`config.mk`:
```
export PLATFORM = sky130hd
export DESIGN_NAME = sqrt_pre_norm
export DESIGN_NICKNAME = d
export VERILOG_FILES = /design/src/rtl/sqrt_pkg.sv /design/src/rtl/lzc32.sv /design/src/rtl/sqrt_pre_norm.sv
export SDC_FILE = /design/constraint.sdc
export NUM_CORES = 1
export LEC_CHECK = 0
export ABC_AREA = 1
export CORE_MARGIN = 4
export CORE_UTILIZATION = 40
export CTS_CLUSTER_SIZE = 10
export DETAILED_ROUTE_END_ITERATION = 8
export PLACE_DENSITY = 0.64
export SLEW_MARGIN = 20
export SYNTH_ARGS = -nofsm -noshare
export SYNTH_HDL_FRONTEND = slang
export SYNTH_HIERARCHICAL = 1
export SYNTH_SLANG_ARGS = --single-unit
```
`constraint.sdc`:
```
create_clock -name clk -period 8.6 [get_ports clk]
set_input_delay 1.72 -clock clk [delete_from_list [all_inputs] [get_ports clk]]
set_output_delay 1.72 -clock clk [all_outputs]
set_load 0.05 [all_outputs]
```
`src/rtl/sqrt_pkg.sv`:
```
// sqrt_pkg: shared widths and constants for the u32 square-root datapath
package sqrt_pkg;
  localparam int DATA_W = 32;
  localparam int XY_W = 33;
  localparam int HS_W = 4;
  localparam logic [XY_W-1:0] QUARTER = 33'h0_4000_0000;
endpackage

```
`src/rtl/lzc32.sv`:
```
// lzc32: combinational leading-zero counter with all-zero flag
module lzc32 (
  input  logic [31:0] d,
  output logic [4:0]  cnt,
  output logic        zero
);
  always_comb begin
    cnt = '0;
    for (int i = 0; i < 32; i++)
      if (d[i]) cnt = 5'(31 - i);
  end
  assign zero = ~|d;
endmodule

```
`src/rtl/sqrt_pre_norm.sv`:
```
// sqrt_pre_norm: even-shift normalization and CORDIC x/y formation, two-stage pipeline
module sqrt_pre_norm
  import sqrt_pkg::*;
#(
  parameter int TAG_W = 4
) (
  input  logic              clk,
  input  logic              rst,
  input  logic              in_valid,
  output logic              in_ready,
  input  logic [DATA_W-1:0] in_data,
  input  logic [TAG_W-1:0]  in_tag,
  output logic              out_valid,
  input  logic              out_ready,
  output logic [XY_W-1:0]   ix,
  output logic [XY_W-1:0]   iy,
  output logic [HS_W-1:0]   half_shift,
  output logic              is_zero,
  output logic [TAG_W-1:0]  out_tag
);
  logic              s1_valid, s1_zero, s1_en, s2_en, all_zero;
  logic [DATA_W-1:0] s1_m;
  logic [HS_W-1:0]   s1_hs;
  logic [TAG_W-1:0]  s1_tag;
  logic [4:0]        nz;
  lzc32 u_lzc (.d(in_data), .cnt(nz), .zero(all_zero));
  assign s2_en = !out_valid || out_ready;
  assign s1_en = !s1_valid || s2_en;
  assign in_ready = s1_en;
  always_ff @(posedge clk or posedge rst) begin
    if (rst) begin
      s1_valid   <= 1'b0;
      s1_m       <= '0;
      s1_hs      <= '0;
      s1_zero    <= 1'b0;
      s1_tag     <= '0;
      out_valid  <= 1'b0;
      ix         <= '0;
      iy         <= '0;
      half_shift <= '0;
      is_zero    <= 1'b0;
      out_tag    <= '0;
    end else begin
      if (s1_en) begin
        s1_valid <= in_valid;
        if (in_valid) begin
          s1_m    <= all_zero ? '0 : in_data << {nz[4:1], 1'b0};
          s1_hs   <= all_zero ? '0 : nz[4:1];
          s1_zero <= all_zero;
          s1_tag  <= in_tag;
        end
      end
      if (s2_en) begin
        out_valid <= s1_valid;
        if (s1_valid) begin
          ix         <= s1_zero ? '0 : {1'b0, s1_m} + QUARTER;
          iy         <= s1_zero ? '0 : {1'b0, s1_m} - QUARTER;
          half_shift <= s1_hs;
          is_zero    <= s1_zero;
          out_tag    <= s1_tag;
        end
      end
    end
  end
endmodule

```
==> key figures, run 1 <==
STA
  • Setup violators final: 0
  • Min cycle time layout: 4.97 ns
  • Rel. slew slack: 0.309
  • Fin. Hold Viols: 0
  • Unrepaired setup endpoints after global routing: false
  • Worst Tran Pin Value: 1.03 ns
  • Period utilization: 0.578
  • FMAX: ~200 MHz
  • Clock Skew: about 0.0063 ns
  • Hold Slack: roughly 0.48 ns
  • Setup TNS: 0 ns
  • Final count of pins violating max slew: 0

Global route
  • Global routing usage on met1: 0.287
  • Vias in the first global route: roughly 4500
  • GR Util met3: 0.0364
  • Met2 Resource Use GR: 0.304
  • Pin count of the biggest net entering global routing: 88
  • Gr busiest metal: met2
  • GRT Overall Usage: 0.200
  • Initial antenna violation count: 0
  • Wire length of the first global-routing pass: about 23000 um
  • Total grt overflow: 0

Run
  • Max-cap violation count: 0

Pwr
  • Flop pwr share: 0.323
  • Net Switching: roughly 0.73 mW
  • VDD IR max: 0.110 mV
  • Sw frac: 0.429
  • Pleak: about 2.9 nW
  • Int Power: just under 1 mW
  • Clock power frac: 0.239
  • Gate power share: 0.439
  • Pwr Density: ~280 nW/um^2

Cells and area
  • # nets final: about 800
  • Inserted Diodes: 0
  • Register area: between 2000 and 2500 um^2
  • Core Util, Final: 0.516
  • Area of the multi-input gates: 2140 um^2
  • Post-Layout Cell Count: just under 900
  • Fill count: around 1200
  • Share of cells above drive strength 1: 0.0456
  • Layout area overhead: 26.6%

CTS
  • Cts repair resizes: 0
  • Clock buffer depth: 2
  • Setup bufs post-CTS: 0
  • Hold_buf cts: 0
  • Clock sink count: between 80 and 90
  • CTS tree: built
  • Root Driver: clkbuf_16
  • H-tree levels: 3
  • Clk_lat worst skew: approximately 0.34 ns
  • Worst-path clk slew: ~0.060 ns
  • Number of CTS-inserted buffers: 9

Place
  • Hpwl dp: 10500 um
  • Placed insts: approximately 880
  • IO Port Bufs: 116
  • Routability cong.: around 0.95

Critical path
  • Worst r2r src: out_valid
  • R2r setup slk: ~6.5 ns
  • Arrival @ worst endpoint: around 5.3 ns
  • Critical Path End Type: flip-flop
  • Worst reg-to-reg path cell count: 5
  • Required time worst endpoint: just under 9 ns
  • Kind of critical path: input pin to flip-flop
  • CP startpoint kind: input pin
  • Crit Reg-Reg Endpoint: ix[15]
  • Critical path fanouts, max: 34

Synthesis
  • Netlist Area Pre-Place: roughly 4900 um^2
  • Syn Area/Cell: roughly 7.2 um^2
  • Cells after Synth: approximately 680
  • Syn nets: roughly 720
  • Synth warn: 6

Die
  • FP Rows: 40
  • Total die area: 14100 um^2
  • Die H: 119 um
  • Core ar.: ~12000 um^2
  • Starting Density: 0.408
  • # IOs: 117
  • Die W: between 100 and 150 um

Min path
  • Hold EP: out_tag[1]
  • Hold Crit Class: flip-flop to flip-flop
  • Hold depth: 2
  • Min-delay src: s1_tag[1]

Drt
  • Antenna-violating nets left: 0
  • Vias: roughly 4600
  • Drt pass-1 iters: 4
  • Routed wire per std cell: approximately 15 um
  • Drt total wl: ~14000 um
  • Detailed router's first-iteration violation count: roughly 300
  • Vias per cell: a little over 5
  • # DRC: 0

Outcome
  • Outcome: finished clean
cell usage in the layout, fill, tap and decap left out, types with 3 or more instances in the layout:
cell	count
dfrtp_1	87
nand3_1	107
inv_1	40
clkbuf_16	9
nor4_1	3
nor2_1	27
buf_4	3
clkdlybuf4s50_1	116
inv_2	4
o21ai_1	7
a21oi_1	7
o22ai_1	6
o21ai_0	49
clkbuf_8	3
nand2_1	250
per-layer routing:
| metal | vias up | part of all wire |
|---|---|---|
| li1 | 2286 | - |
| met2 | 160 | 0.44 |
| met3 | 20 | 0.052 |
| met4 | 0 | 0.023 |
| met1 | 2164 | 0.48 |
| met5 | - | 0 |
state kept, by name (all words and copies together), names as in the netlist:
signal and cells:
out_valid 1, s1_m 32, s1_zero 1, half_shift 4, ix 33, s1_hs 4, is_zero 1, s1_tag 4
iy 2, out_tag 4, s1_valid 1
worst max path at each step:
stage / cells past startpoint / from / end
6_report: 13 / in_data[4] / s1_m[23]
3_5_place_dp: 13 / in_data[4] / s1_m[30]
3_3_place_gp: 13 / in_data[4] / s1_m[14]
4_1_cts: 4 / out_ready / in_ready
2_1_floorplan: 1 / rst / half_shift[0]
5_1_grt: 13 / in_data[4] / s1_m[23]
power groups by stage:
stage | registers (mW) | logic (mW) | clock network [mW]
after floorplan | 0.740 | 0.360 | 0
after global placement | 0.555 | 0.751 | 0
after detailed placement | 0.559 | 0.755 | 0
after CTS | 0.552 | 0.756 | 0.417
after global routing | 0.563 | 0.792 | 0.437
final | 0.551 | 0.750 | 0.408
through the flow:
step | power, mW | worst slack, ns | area (um^2)
6_report | 1.71 | 3.63 | 6200
5_1_grt | 1.79 | 3.28 | 6200
4_1_cts | 1.72 | 3.71 | 6200
3_5_place_dp | 1.31 | 3.38 | 5880
3_3_place_gp | 1.31 | 3.37 | 5870
2_1_floorplan | 1.10 | 4.63 | 4900
cell type report:
class / count / area share
clock buffers: 13 / 0.0436
clock inverters: 3 / 0.00767
inverters: 47 / 0.0309
multi-input cells: 476 / 0.344
flip-flops and latches: 87 / 0.351
well taps: 147 / 0.0297
repair buffers: 120 / 0.193
critical path, cell delays in order:
cell and delay, ns:
clkdlybuf4s50_1 0.47, nor4_1 0.51, a21oi_1 0.13, nor2_1 0.11, o21bai_1 0.09, a31oi_2 0.13, buf_4 0.33, clkinv_1 0.82
nand3_1 0.40, nand3_1 0.19, nor2_1 0.22, nor2_1 0.06, nand2_1 0.05
No activity file was read; power rests on OpenSTA's default activity.
==> run 2, diff against run 1 <==
--- a/config.mk
+++ b/config.mk
@@ -10,7 +10,7 @@
 export CORE_UTILIZATION = 40
 export CTS_CLUSTER_SIZE = 10
 export DETAILED_ROUTE_END_ITERATION = 8
-export PLACE_DENSITY = 0.64
+export PLACE_DENSITY = 0.67
 export SLEW_MARGIN = 20
 export SYNTH_ARGS = -nofsm -noshare
 export SYNTH_HDL_FRONTEND = slang
==> constraint.sdc (replaced) <==
create_clock -name clk -period 4.33 [get_ports clk]
set_input_delay 0.866 -clock clk [delete_from_list [all_inputs] [get_ports clk]]
set_output_delay 0.866 -clock clk [all_outputs]
set_load 0.05 [all_outputs]
==> key figures, run 2 (synthesized netlist as in run 1, its figures left out) <==
Drt
  • Drt pass-1 iters: 4 (unchanged)
  • Detailed router's first-iteration violation count: 409 (+36%)
  • Routed wire per std cell: 15.2 um (-2.0%)
  • Drt total wl: 13600 um (-1.5%)
  • # DRC: 0 (unchanged)
  • Antenna-violating nets left: 0 (unchanged)
  • Vias per cell: 5.21 (+0.48%)
  • Vias: 4673 (+0.93%)

Critical path
  • Kind of critical path: input pin to flip-flop
  • Arrival @ worst endpoint: 3.84 ns (-1.41 ns)
  • Crit Reg-Reg Endpoint: s1_m[19]
  • Setup crit start: in_data[0]
  • Critical path fanouts, max: 36 (+5.9%)
  • Worst reg-to-reg path cell count: 6 (+1)
  • CP startpoint kind: input pin
  • Required time worst endpoint: 4.61 ns (-4.26 ns)
  • Setup crit end: s1_m[24]
  • R2r setup slk: 2.45 ns (-4.03 ns)
  • Critical Path End Type: flip-flop
  • Worst r2r src: s1_valid

STA
  • Unrepaired setup endpoints after global routing: false
  • Worst Tran Pin Value: 0.947 ns (-0.0854 ns)
  • Min cycle time layout: approximately 3.6 ns
  • Period utilization: 0.824
  • Setup violators final: 0 (unchanged)
  • Setup TNS: 0 ns (unchanged)
  • FMAX: approximately 280 MHz
  • Rel. slew slack: 0.368 (+0.0587)
  • Final count of pins violating max slew: 0 (unchanged)
  • Clock Skew: 0.00753 ns (+0.00127 ns)
  • Fin. Hold Viols: 0 (unchanged)

Cells and area
  • Most frequent cells in the layout: nand2_1 (250), clkdlybuf4s50_1 (116), nand3_1 (107)
  • Max reg flops: 33 (unchanged)
  • Core Util, Final: 0.520 (+0.00333)
  • Inserted Diodes: 0 (unchanged)
  • Share of cells above drive strength 1: 0.0520 (+0.00642)
  • Largest regs: ix x33, s1_m x32
  • # nets final: 787 (+0.51%)
  • Commonest non-fill, non-tap cell in the layout: nand2_1
  • Most flops, register: ix
  • Post-Layout Cell Count: 897 (+0.45%)
  • Layout area overhead: 27.4%

CTS
  • Worst-path clk slew: 0.06 ns (about the same)
  • Cts repair resizes: 0 (unchanged)
  • Number of CTS-inserted buffers: 9 (unchanged)
  • Clk_lat worst skew: 0.34 ns (about the same)
  • Setup bufs post-CTS: 0 (unchanged)
  • Hold_buf cts: 0 (unchanged)
  • CTS tree: built
  • Clock sink count: 87 (unchanged)
  • Clock buffer depth: 2 (unchanged)
  • Root Driver: clkbuf_16
  • H-tree levels: 3 (unchanged)

Global route
  • Wire length of the first global-routing pass: 22500 um (-1.4%)
  • Pin count of the biggest net entering global routing: 52 (-41%)
  • Met2 Resource Use GR: 0.307 (+0.00284)
  • Initial antenna violation count: 0 (unchanged)
  • Vias in the first global route: 4539 (+1.7%)
  • GR Util met3: 0.0383 (+0.00191)
  • Global routing usage on met1: 0.274 (-0.0122)
  • Gr busiest metal: met2
  • GRT Overall Usage: 0.195 (-0.00499)
  • Total grt overflow: 0 (unchanged)

Die
  • Die H: 119 um (unchanged)
  • FP Rows: 40 (unchanged)
  • Die W: 119 um (unchanged)
  • # IOs: 117 (unchanged)
  • Total die area: 14100 um^2 (unchanged)
  • Starting Density: 0.408 (unchanged)
  • Core ar.: 12000 um^2 (unchanged)

Place
  • IO Port Bufs: 116 (unchanged)
  • Routability cong.: 0.874 (-8.5%)
  • Placed insts: 881 (+0.46%)
  • Hpwl dp: 10300 um (-1.2%)

Run
  • Max-cap violation count: 0 (unchanged)

Min path
  • Hold Crit Class: flip-flop to flip-flop

Outcome
  • Outcome: finished clean

Pwr
  • Pleak: 2.93 nW (+0.77%)
  • Pwr Density: 544 nW/um^2 (+97%)
  • VDD IR max: 0.225 mV (+100%)
[run 2: worst min path at each step]
stage	start	end	slack, ns	depth (start not counted)
2_1_floorplan	s1_tag[0]	out_tag[0]	0.44	2
3_3_place_gp	s1_tag[1]	out_tag[1]	0.45	2
3_5_place_dp	s1_tag[1]	out_tag[1]	0.46	2
4_1_cts	s1_tag[1]	out_tag[1]	0.48	2
5_1_grt	s1_tag[0]	out_tag[0]	0.51	2
6_report	s1_tag[1]	out_tag[1]	0.48	2
[run 2: where the power goes]
part	switching (mW)	internal, mW	leakage, nW	total (mW)
registers	0.110	0.982	1.11	1.09
logic	1.03	0.460	1.66	1.49
clock network	0.314	0.495	0.159	0.809
total	1.46	1.94	2.93	3.39
[run 2: final cells by class]
class | instances | area, um^2
fill | 1193 | 5770
sequential | 87 | 2180
multi-input combinational | 476 | 2140
timing repair buffer | 124 | 1230
clock buffer | 12 | 267
inverter | 47 | 191
tap | 147 | 184
clock inverter | 4 | 52.6
[run 2: worst max-delay path, cell delays in order]
cell and delay [ns]:
clkdlybuf4s50_1 0.49, nor2_1 0.12, inv_1 0.06, a311oi_1 0.26
o31ai_1 0.11, o21ai_1 0.14, nand2_1 0.07, nand2_1 0.05
nand2_1 0.04, nand2_1 0.05, nand2_1 0.04, nand2_1 0.05
nand2_1 0.04, a21oi_1 0.18, a211oi_2 0.11, inv_2 0.42
nand2_1 0.14, nand3_1 0.11, nand2_1 0.11, nand2_1 0.10
nand3_1 0.13, nand3_1 0.13
[run 2: metal layers]
layer,vias up,share of wire
met1,2169,0.48
met5,-,0
met4,0,0.015
met2,194,0.45
li1,2293,-
met3,17,0.062
[run 2: metrics by stage]
stage                     hold slack (ns)  total power [mW]  instance area [um^2]  setup WS [ns]
after floorplan                     0.442              2.18                  4900           1.21
after global placement              0.452              2.59                  5920          0.493
after detailed placement            0.464              2.61                  5920          0.483
after CTS                           0.478              3.42                  6240          0.831
after global routing                0.510              3.55                  6240          0.448
final                               0.482              3.39                  6240          0.764
